[src/rtl/aes_job_arbiter_if.sv]
// Job-request, AES core and result signals shared between aes_job_arbiter and its neighbours.
// The slave modport is the arbiter's view; master is the requester/core/consumer side.
interface aes_job_arbiter_if #(
  parameter int N_REQ  = 4,
  parameter int DATA_W = 128,
  parameter int KSEL_W = 2
);
  localparam int ID_W = $clog2(N_REQ);

  logic [N_REQ-1:0]        req_valid_i;
  logic [N_REQ-1:0]        req_ready_o;
  logic [N_REQ*DATA_W-1:0] req_pt_i;
  logic [N_REQ*DATA_W-1:0] req_state_i;
  logic [N_REQ*KSEL_W-1:0] req_ksel_i;
  logic                    lock_i;

  logic [DATA_W-1:0]       core_pt_o;
  logic [DATA_W-1:0]       core_state_o;
  logic [KSEL_W-1:0]       core_ksel_o;
  logic                    core_start_o;
  logic [DATA_W-1:0]       core_ct_i;
  logic                    core_valid_i;

  logic                    rsp_valid_o;
  logic                    rsp_ready_i;
  logic [ID_W-1:0]         rsp_id_o;
  logic [DATA_W-1:0]       rsp_ct_o;
  logic                    rsp_timeout_o;
  logic                    busy_o;

  modport slave (
    input  req_valid_i, req_pt_i, req_state_i, req_ksel_i, lock_i,
    input  core_ct_i, core_valid_i, rsp_ready_i,
    output req_ready_o, core_pt_o, core_state_o, core_ksel_o, core_start_o,
    output rsp_valid_o, rsp_id_o, rsp_ct_o, rsp_timeout_o, busy_o
  );

  modport master (
    output req_valid_i, req_pt_i, req_state_i, req_ksel_i, lock_i,
    output core_ct_i, core_valid_i, rsp_ready_i,
    input  req_ready_o, core_pt_o, core_state_o, core_ksel_o, core_start_o,
    input  rsp_valid_o, rsp_id_o, rsp_ct_o, rsp_timeout_o, busy_o
  );
endinterface

[src/rtl/aes_job_arbiter.sv]
// Round-robin job scheduler sharing one AES-192 core between N_REQ requesters,
// with a watchdog that aborts jobs whose core result never arrives.
module aes_job_arbiter #(
  parameter int N_REQ   = 4,
  parameter int DATA_W  = 128,
  parameter int KSEL_W  = 2,
  parameter int TIMEOUT = 64
) (
  input  logic              clk_i,
  input  logic              rst_i,
  aes_job_arbiter_if.slave  bus
);
  localparam int ID_W  = $clog2(N_REQ);
  localparam int TMR_W = $clog2(TIMEOUT) + 1;

  typedef enum logic [2:0] {IDLE, START, WAIT_LOW, WAIT_HI, RESP} state_t;

  state_t            state_q, state_d;
  logic [ID_W-1:0]   rr_ptr_q;
  logic [ID_W-1:0]   gnt_id;
  logic [ID_W-1:0]   cand;
  logic              gnt_found;
  logic              grant;
  logic [TMR_W-1:0]  timer_q;
  logic              waiting;
  logic              done_hit;
  logic              tmo_hit;

  // First requesting index at or after rr_ptr_q, wrapping around.
  always_comb begin
    gnt_found = 1'b0;
    gnt_id    = '0;
    cand      = '0;
    for (int k = 0; k < N_REQ; k++) begin
      cand = ID_W'((int'(rr_ptr_q) + k) % N_REQ);
      if (!gnt_found && bus.req_valid_i[cand]) begin
        gnt_found = 1'b1;
        gnt_id    = cand;
      end
    end
  end

  assign grant    = (state_q == IDLE) && !bus.lock_i && gnt_found;
  assign waiting  = (state_q == WAIT_LOW) || (state_q == WAIT_HI);
  assign done_hit = (state_q == WAIT_HI) && bus.core_valid_i;
  // A completion in the last allowed cycle takes priority over the abort.
  assign tmo_hit  = waiting && (timer_q == TMR_W'(TIMEOUT - 1)) && !done_hit;

  always_ff @(posedge clk_i or posedge rst_i) begin
    if (rst_i) state_q <= IDLE;
    else       state_q <= state_d;
  end

  always_comb begin
    state_d          = state_q;
    bus.req_ready_o  = '0;
    bus.core_start_o = 1'b0;
    bus.rsp_valid_o  = 1'b0;
    bus.busy_o       = (state_q != IDLE);
    case (state_q)
      IDLE: begin
        if (grant) begin
          bus.req_ready_o[gnt_id] = 1'b1;
          state_d                 = START;
        end
      end
      START: begin
        bus.core_start_o = 1'b1;
        state_d          = WAIT_LOW;
      end
      // A valid still high from the previous job must drop before a new result counts.
      WAIT_LOW: begin
        if (tmo_hit)                 state_d = RESP;
        else if (!bus.core_valid_i)  state_d = WAIT_HI;
      end
      WAIT_HI: begin
        if (done_hit || tmo_hit) state_d = RESP;
      end
      RESP: begin
        bus.rsp_valid_o = 1'b1;
        if (bus.rsp_ready_i) state_d = IDLE;
      end
      default: state_d = IDLE;
    endcase
  end

  always_ff @(posedge clk_i or posedge rst_i) begin
    if (rst_i) begin
      rr_ptr_q          <= '0;
      timer_q           <= '0;
      bus.core_pt_o     <= '0;
      bus.core_state_o  <= '0;
      bus.core_ksel_o   <= '0;
      bus.rsp_id_o      <= '0;
      bus.rsp_ct_o      <= '0;
      bus.rsp_timeout_o <= 1'b0;
    end else begin
      if (grant) begin
        bus.core_pt_o    <= bus.req_pt_i[gnt_id*DATA_W +: DATA_W];
        bus.core_state_o <= bus.req_state_i[gnt_id*DATA_W +: DATA_W];
        bus.core_ksel_o  <= bus.req_ksel_i[gnt_id*KSEL_W +: KSEL_W];
        bus.rsp_id_o     <= gnt_id;
        rr_ptr_q         <= (gnt_id == ID_W'(N_REQ - 1)) ? '0 : gnt_id + 1'b1;
      end
      if (state_q == START)              timer_q <= '0;
      else if (waiting && timer_q != '1) timer_q <= timer_q + 1'b1;
      if (done_hit) begin
        bus.rsp_ct_o      <= bus.core_ct_i;
        bus.rsp_timeout_o <= 1'b0;
      end else if (tmo_hit) begin
        bus.rsp_ct_o      <= '0;
        bus.rsp_timeout_o <= 1'b1;
      end
    end
  end
endmodule

[src/flat_wrapper.sv]
// flat-port wrapper written by rule: the top's interface ports become plain ports
module aes_job_arbiter_flat 
#(
  parameter int N_REQ   = 4,
  parameter int DATA_W  = 128,
  parameter int KSEL_W  = 2,
  parameter int TIMEOUT = 64
)
  (clk_i, rst_i, bus_req_valid_i, bus_req_pt_i, bus_req_state_i, bus_req_ksel_i, bus_lock_i, bus_core_ct_i, bus_core_valid_i, bus_rsp_ready_i, bus_req_ready_o, bus_core_pt_o, bus_core_state_o, bus_core_ksel_o, bus_core_start_o, bus_rsp_valid_o, bus_rsp_id_o, bus_rsp_ct_o, bus_rsp_timeout_o, bus_busy_o);
  aes_job_arbiter_if #(.N_REQ(N_REQ), .DATA_W(DATA_W), .KSEL_W(KSEL_W)) bus_i ();
  input  logic clk_i;
  input  logic rst_i;
  input wire logic [$bits(bus_i.req_valid_i)-1:0] bus_req_valid_i;
  input wire logic [$bits(bus_i.req_pt_i)-1:0] bus_req_pt_i;
  input wire logic [$bits(bus_i.req_state_i)-1:0] bus_req_state_i;
  input wire logic [$bits(bus_i.req_ksel_i)-1:0] bus_req_ksel_i;
  input wire logic [$bits(bus_i.lock_i)-1:0] bus_lock_i;
  input wire logic [$bits(bus_i.core_ct_i)-1:0] bus_core_ct_i;
  input wire logic [$bits(bus_i.core_valid_i)-1:0] bus_core_valid_i;
  input wire logic [$bits(bus_i.rsp_ready_i)-1:0] bus_rsp_ready_i;
  output wire logic [$bits(bus_i.req_ready_o)-1:0] bus_req_ready_o;
  output wire logic [$bits(bus_i.core_pt_o)-1:0] bus_core_pt_o;
  output wire logic [$bits(bus_i.core_state_o)-1:0] bus_core_state_o;
  output wire logic [$bits(bus_i.core_ksel_o)-1:0] bus_core_ksel_o;
  output wire logic [$bits(bus_i.core_start_o)-1:0] bus_core_start_o;
  output wire logic [$bits(bus_i.rsp_valid_o)-1:0] bus_rsp_valid_o;
  output wire logic [$bits(bus_i.rsp_id_o)-1:0] bus_rsp_id_o;
  output wire logic [$bits(bus_i.rsp_ct_o)-1:0] bus_rsp_ct_o;
  output wire logic [$bits(bus_i.rsp_timeout_o)-1:0] bus_rsp_timeout_o;
  output wire logic [$bits(bus_i.busy_o)-1:0] bus_busy_o;
  assign bus_i.req_valid_i = bus_req_valid_i;
  assign bus_i.req_pt_i = bus_req_pt_i;
  assign bus_i.req_state_i = bus_req_state_i;
  assign bus_i.req_ksel_i = bus_req_ksel_i;
  assign bus_i.lock_i = bus_lock_i;
  assign bus_i.core_ct_i = bus_core_ct_i;
  assign bus_i.core_valid_i = bus_core_valid_i;
  assign bus_i.rsp_ready_i = bus_rsp_ready_i;
  assign bus_req_ready_o = bus_i.req_ready_o;
  assign bus_core_pt_o = bus_i.core_pt_o;
  assign bus_core_state_o = bus_i.core_state_o;
  assign bus_core_ksel_o = bus_i.core_ksel_o;
  assign bus_core_start_o = bus_i.core_start_o;
  assign bus_rsp_valid_o = bus_i.rsp_valid_o;
  assign bus_rsp_id_o = bus_i.rsp_id_o;
  assign bus_rsp_ct_o = bus_i.rsp_ct_o;
  assign bus_rsp_timeout_o = bus_i.rsp_timeout_o;
  assign bus_busy_o = bus_i.busy_o;
  aes_job_arbiter #(.N_REQ(N_REQ), .DATA_W(DATA_W), .KSEL_W(KSEL_W), .TIMEOUT(TIMEOUT)) u_core (.clk_i(clk_i), .rst_i(rst_i), .bus(bus_i));
endmodule
[config.mk]
export PLATFORM = sky130hd
export DESIGN_NAME = aes_job_arbiter_flat
export DESIGN_NICKNAME = d
export VERILOG_FILES = /design/src/rtl/aes_job_arbiter_if.sv /design/src/rtl/aes_job_arbiter.sv /design/src/flat_wrapper.sv
export SDC_FILE = /design/constraint.sdc
export NUM_CORES = 1
export LEC_CHECK = 0
export BUFFER_PORTS_ARGS = -buffer_cell sky130_fd_sc_hd__buf_4
export CORE_AREA = 2 2 609 611
export DETAILED_ROUTE_END_ITERATION = 7
export DIE_AREA = 0 0 611 613
export PLACE_DENSITY = 0.3
export SYNTH_ARGS = -nofsm -noshare
export SYNTH_HDL_FRONTEND = slang
export SYNTH_SLANG_ARGS = --single-unit
[constraint.sdc]
create_clock -name clk_i -period 30.2 [get_ports clk_i]
set_input_delay 6.04 -clock clk_i [delete_from_list [all_inputs] [get_ports clk_i]]
set_output_delay 6.04 -clock clk_i [all_outputs]
set_load 0.005 [all_outputs]
==> impl_metrics.py <==
metrics = {
    "logic_synthesis": {
        "ys_async_sr_fraction_pct": 100,
        "synth_seq_cells": 401,
        "synth-edff-count": 0,
        "syn-num-nets": 3264,
        "avgSynthCellArea_um2": 10.1,
        "synth.distinct_cells": 36,
        "synthFlopType": "dfrtp_1",
        "netlist_area_mm2": 0.0211,
        "netlist.area_leader.share_pct": 47.5,
        "synth_top_cells_by_area": "dfrtp_1 47%, mux2_2 14%, a221o_1 12%",
        "seq_area_frac_synth_pct": 47.5,
        "netlist_instances": 2093,
        "yosysTopAreaCell": "dfrtp_1",
        "synth_warnings": 0,
    },
    "timing": {
        "tightest_slew_ns": 1.13,
        "setup_viol": 0,
        "rsz0062_at_grt": "false",
        "fmax_mhz": 69.0,
        "hold_ws_ns": 0.486,
        "relSlewSlack_pct": 24.4,
        "fin_tns_setup_ns": 0,
        "drv_slew": 0,
        "finalClockSkew_ns": 0.0466,
        "fin_crit_ns": 14.49,
        "period_share_pct": 48.0,
        "hold_violations": 0,
    },
    "routing": {
        "wl_met3_mm": 25.4,
        "ant_nets": 0,
        "wl_met2_mm": 151,
        "wl_met1_mm": 115,
        "drc": 0,
        "totalWireLength_mm": 302,
        "routedWlPerCell_um": 35.4,
        "avgViaCountPerCell": 3.05,
        "highest_layer": "met5",
        "dr.pass1.iters": 6,
        "via_count": 26000,
        "drt_iter0_markers": 1864,
    },
    "worst_setup_path": {
        "cp_common_cell": "buf_4",
        "cp_num_buf_inv": 5,
        "timing.critical_path.cells": "buf_4 -> nor2b_1 -> nor4_1 -> nor2_4 -> buf_4 -> inv_2 -> nor3_4 -> buf_4 -> buf_4",
        "startpoint": "bus_req_valid_i[0]",
        "endpoint_kind": "primary output",
        "required_ns": 24.16,
        "r2r-start": "u_core.state_q[1]$_DFFE_PP0P_",
        "timing.rr.end": "u_core.bus.core_state_o[86]$_DFFE_PP0N_",
        "crit_family": "buffers and inverters",
        "worst_r2r_path_depth": 9,
        "r2r_slack_ns": 24.77,
        "worstPathArrival_ns": 8.45,
        "crit_path_start_kind": "input port",
        "critPathKind": "in -> out",
        "slowest_delay_ns": 0.54,
        "critPathSlowestCell": "buf_4",
        "path_max_fanout": 41,
    },
    "clocking": {
        "post_cts.repair.setup_buffers": 0,
        "clock-sinks": 401,
        "insertion_delay_ns": 0.79,
        "cts_root_buffer": "clkbuf_16",
        "cts_buffers": 75,
        "cts_tree": "done",
        "htree_levels": 3,
        "hold_buffers": 0,
        "clk_path_buf_depth": 4,
        "cts_resized": 0,
        "clk_pin_slew_ns": 0.05,
    },
    "floorplan": {
        "core_mm2": 0.368,
        "die_area_mm2": 0.375,
        "die_h_um": 613,
        "initial_core_util_pct": 5.75,
        "die_w_um": 611,
        "rows": 223,
        "io_pins": 1565,
    },
    "power_and_ir_drop": {
        "switching_share_pct": 41.9,
        "p_leak_nw": 18.0,
        "power_frac_clock_pct": 24.5,
        "pwr-share-comb_pct": 49.0,
        "vdd_drop_max_v": 0.0000471,
        "p_int_w": 0.00215,
        "seq_power_share_pct": 26.5,
        "power.density_mw_per_mm2": 90.1,
        "p_switching_w": 0.00155,
        "p_total_w": 0.00371,
    },
    "finish": {
        "post-route-cell-area_mm2": 0.0412,
        "final_cell_mix": "1602 x buf_4, 524 x nand2_1, 401 x dfrtp_1, 262 x o21ai_0",
        "layout_commonest_cell": "buf_4",
        "syn_to_final_growth_pct": 94.6,
        "layout-drive-gt1-share_pct": 55.0,
        "fin_util_pct": 11.2,
        "fill_cells": 42500,
        "nets": 4745,
    },
    "place": {
        "placed_area_mm2": 0.0385,
        "numPortBuffers": 1564,
        "post-dp-hpwl_mm": 261,
        "place_congestion": 0.924,
    },
    "global_routing": {
        "grt_max_degree": 113,
        "antenna_found_initial": 283,
        "grt_pass1_wl_mm": 362,
        "grt_pass1_vias": 26400,
        "track_usage_pct": 15.4,
        "grt-ovfl-total": 0,
    },
    "status": {
        "status": "completed",
    },
    "run": {
        "cap_viol_max_count": 0,
    },
    "min_path": {
        "hp-class": "reg -> reg",
        "whs_path_depth": 2,
        "worstHoldEndpoint": "u_core.bus.rsp_id_o[0]$_DFFE_PP0N_",
        "worstHoldStart": "u_core.bus.rsp_id_o[0]$_DFFE_PP0N_",
    },
}
power groups by stage:
stage          Sequential [W]  Combinational [W]  Clock (W)
6_report             0.000983            0.00181   0.000909
3_3_place_gp         0.000989            0.00187          0
5_1_grt               0.00101            0.00194   0.000967
4_1_cts              0.000985            0.00188   0.000950
3_5_place_dp         0.000985            0.00187          0
2_1_floorplan        0.000941           0.000732          0
registers in the layout (all words and copies together) (netlist names), 2 cells and up:
signal                   flops
u_core.timer_q               7
u_core.bus.core_state_o    128
u_core.bus.core_ksel_o       2
u_core.rr_ptr_q              2
u_core.bus.rsp_ct_o        128
u_core.bus.rsp_id_o          2
u_core.bus.core_pt_o       128
u_core.state_q               3
worst max path at each step:
stage	end	slack [ns]	cells past startpoint
after detailed placement	bus_req_ready_o[0]	15.70	9
after global placement	bus_req_ready_o[0]	15.61	9
final	bus_req_ready_o[0]	15.71	9
after global routing	bus_req_ready_o[0]	15.54	9
after CTS	bus_req_ready_o[0]	15.70	9
after floorplan	u_core.bus.core_ksel_o[0]$_DFFE_PP0N_	13.01	1
logic make-up (layout without fill, tap and decap cells):
kind of cell,Yosys count,in the layout,share of synthesized area (%)
multiplexers,259,259,13.8
AND/OR/NAND/NOR,565,565,10.4
adder cells (fa/ha/maj),2,2,0.118
other,0,62,0
XOR/XNOR,5,5,0.207
flip-flops,401,401,47.5
AO/OA/AOI/OAI,656,656,24.0
buffers and inverters,205,1740,4.07
cells in the mapped netlist (2+ instances only):
cell type and count:
nand2_1 524, dfrtp_1 401, o21ai_0 262, a221o_1 258, mux2_2 258, a22o_1 128
clkbuf_1 115, buf_2 72, nor2_1 18, buf_1 14, nor2b_1 4, xor2_1 4
and3_1 3, inv_1 3, a21o_1 2, and2_1 2, ha_1 2, nand3_1 2
nor3_1 2, nor4_1 2, or3_1 2
per-stage QoR:
stage | instances | setup slack [ns]
floorplan | 2093 | 13.01
global placement | 8334 | 15.61
detailed placement | 8334 | 15.70
CTS | 8465 | 15.70
global route | 8500 | 15.54
finish | 8527 | 15.71
metal layers:
layer | GRT usage [%] | vias up
met5 | 0 | -
met4 | 4.30 | 94
met3 | 5.17 | 556
met2 | 27.3 | 1525
met1 | 17.6 | 13000
li1 | - | 10800
worst min-delay path: cells and delay by family, from the launching register on:
kind               cells  cell delay [ns]
AOI/OAI and AO/OA      1             0.06
DFF                    1             0.34
and+or+nand+nor        1             0.05
final cells by class:
cell class,count,area (um2),area share [%]
Timing Repair Buffer,1605,12100,29.4
Multi-Input combinational cell,1487,10300,25.0
Antenna cell,62,155,0.377
Inverter,4,22.5,0.0547
Clock inverter,21,249,0.605
Tap cell,4837,6050,14.7
Clock buffer,110,2260,5.49
Sequential cell,401,10000,24.4
No activity file was read; power rests on OpenSTA's default activity.
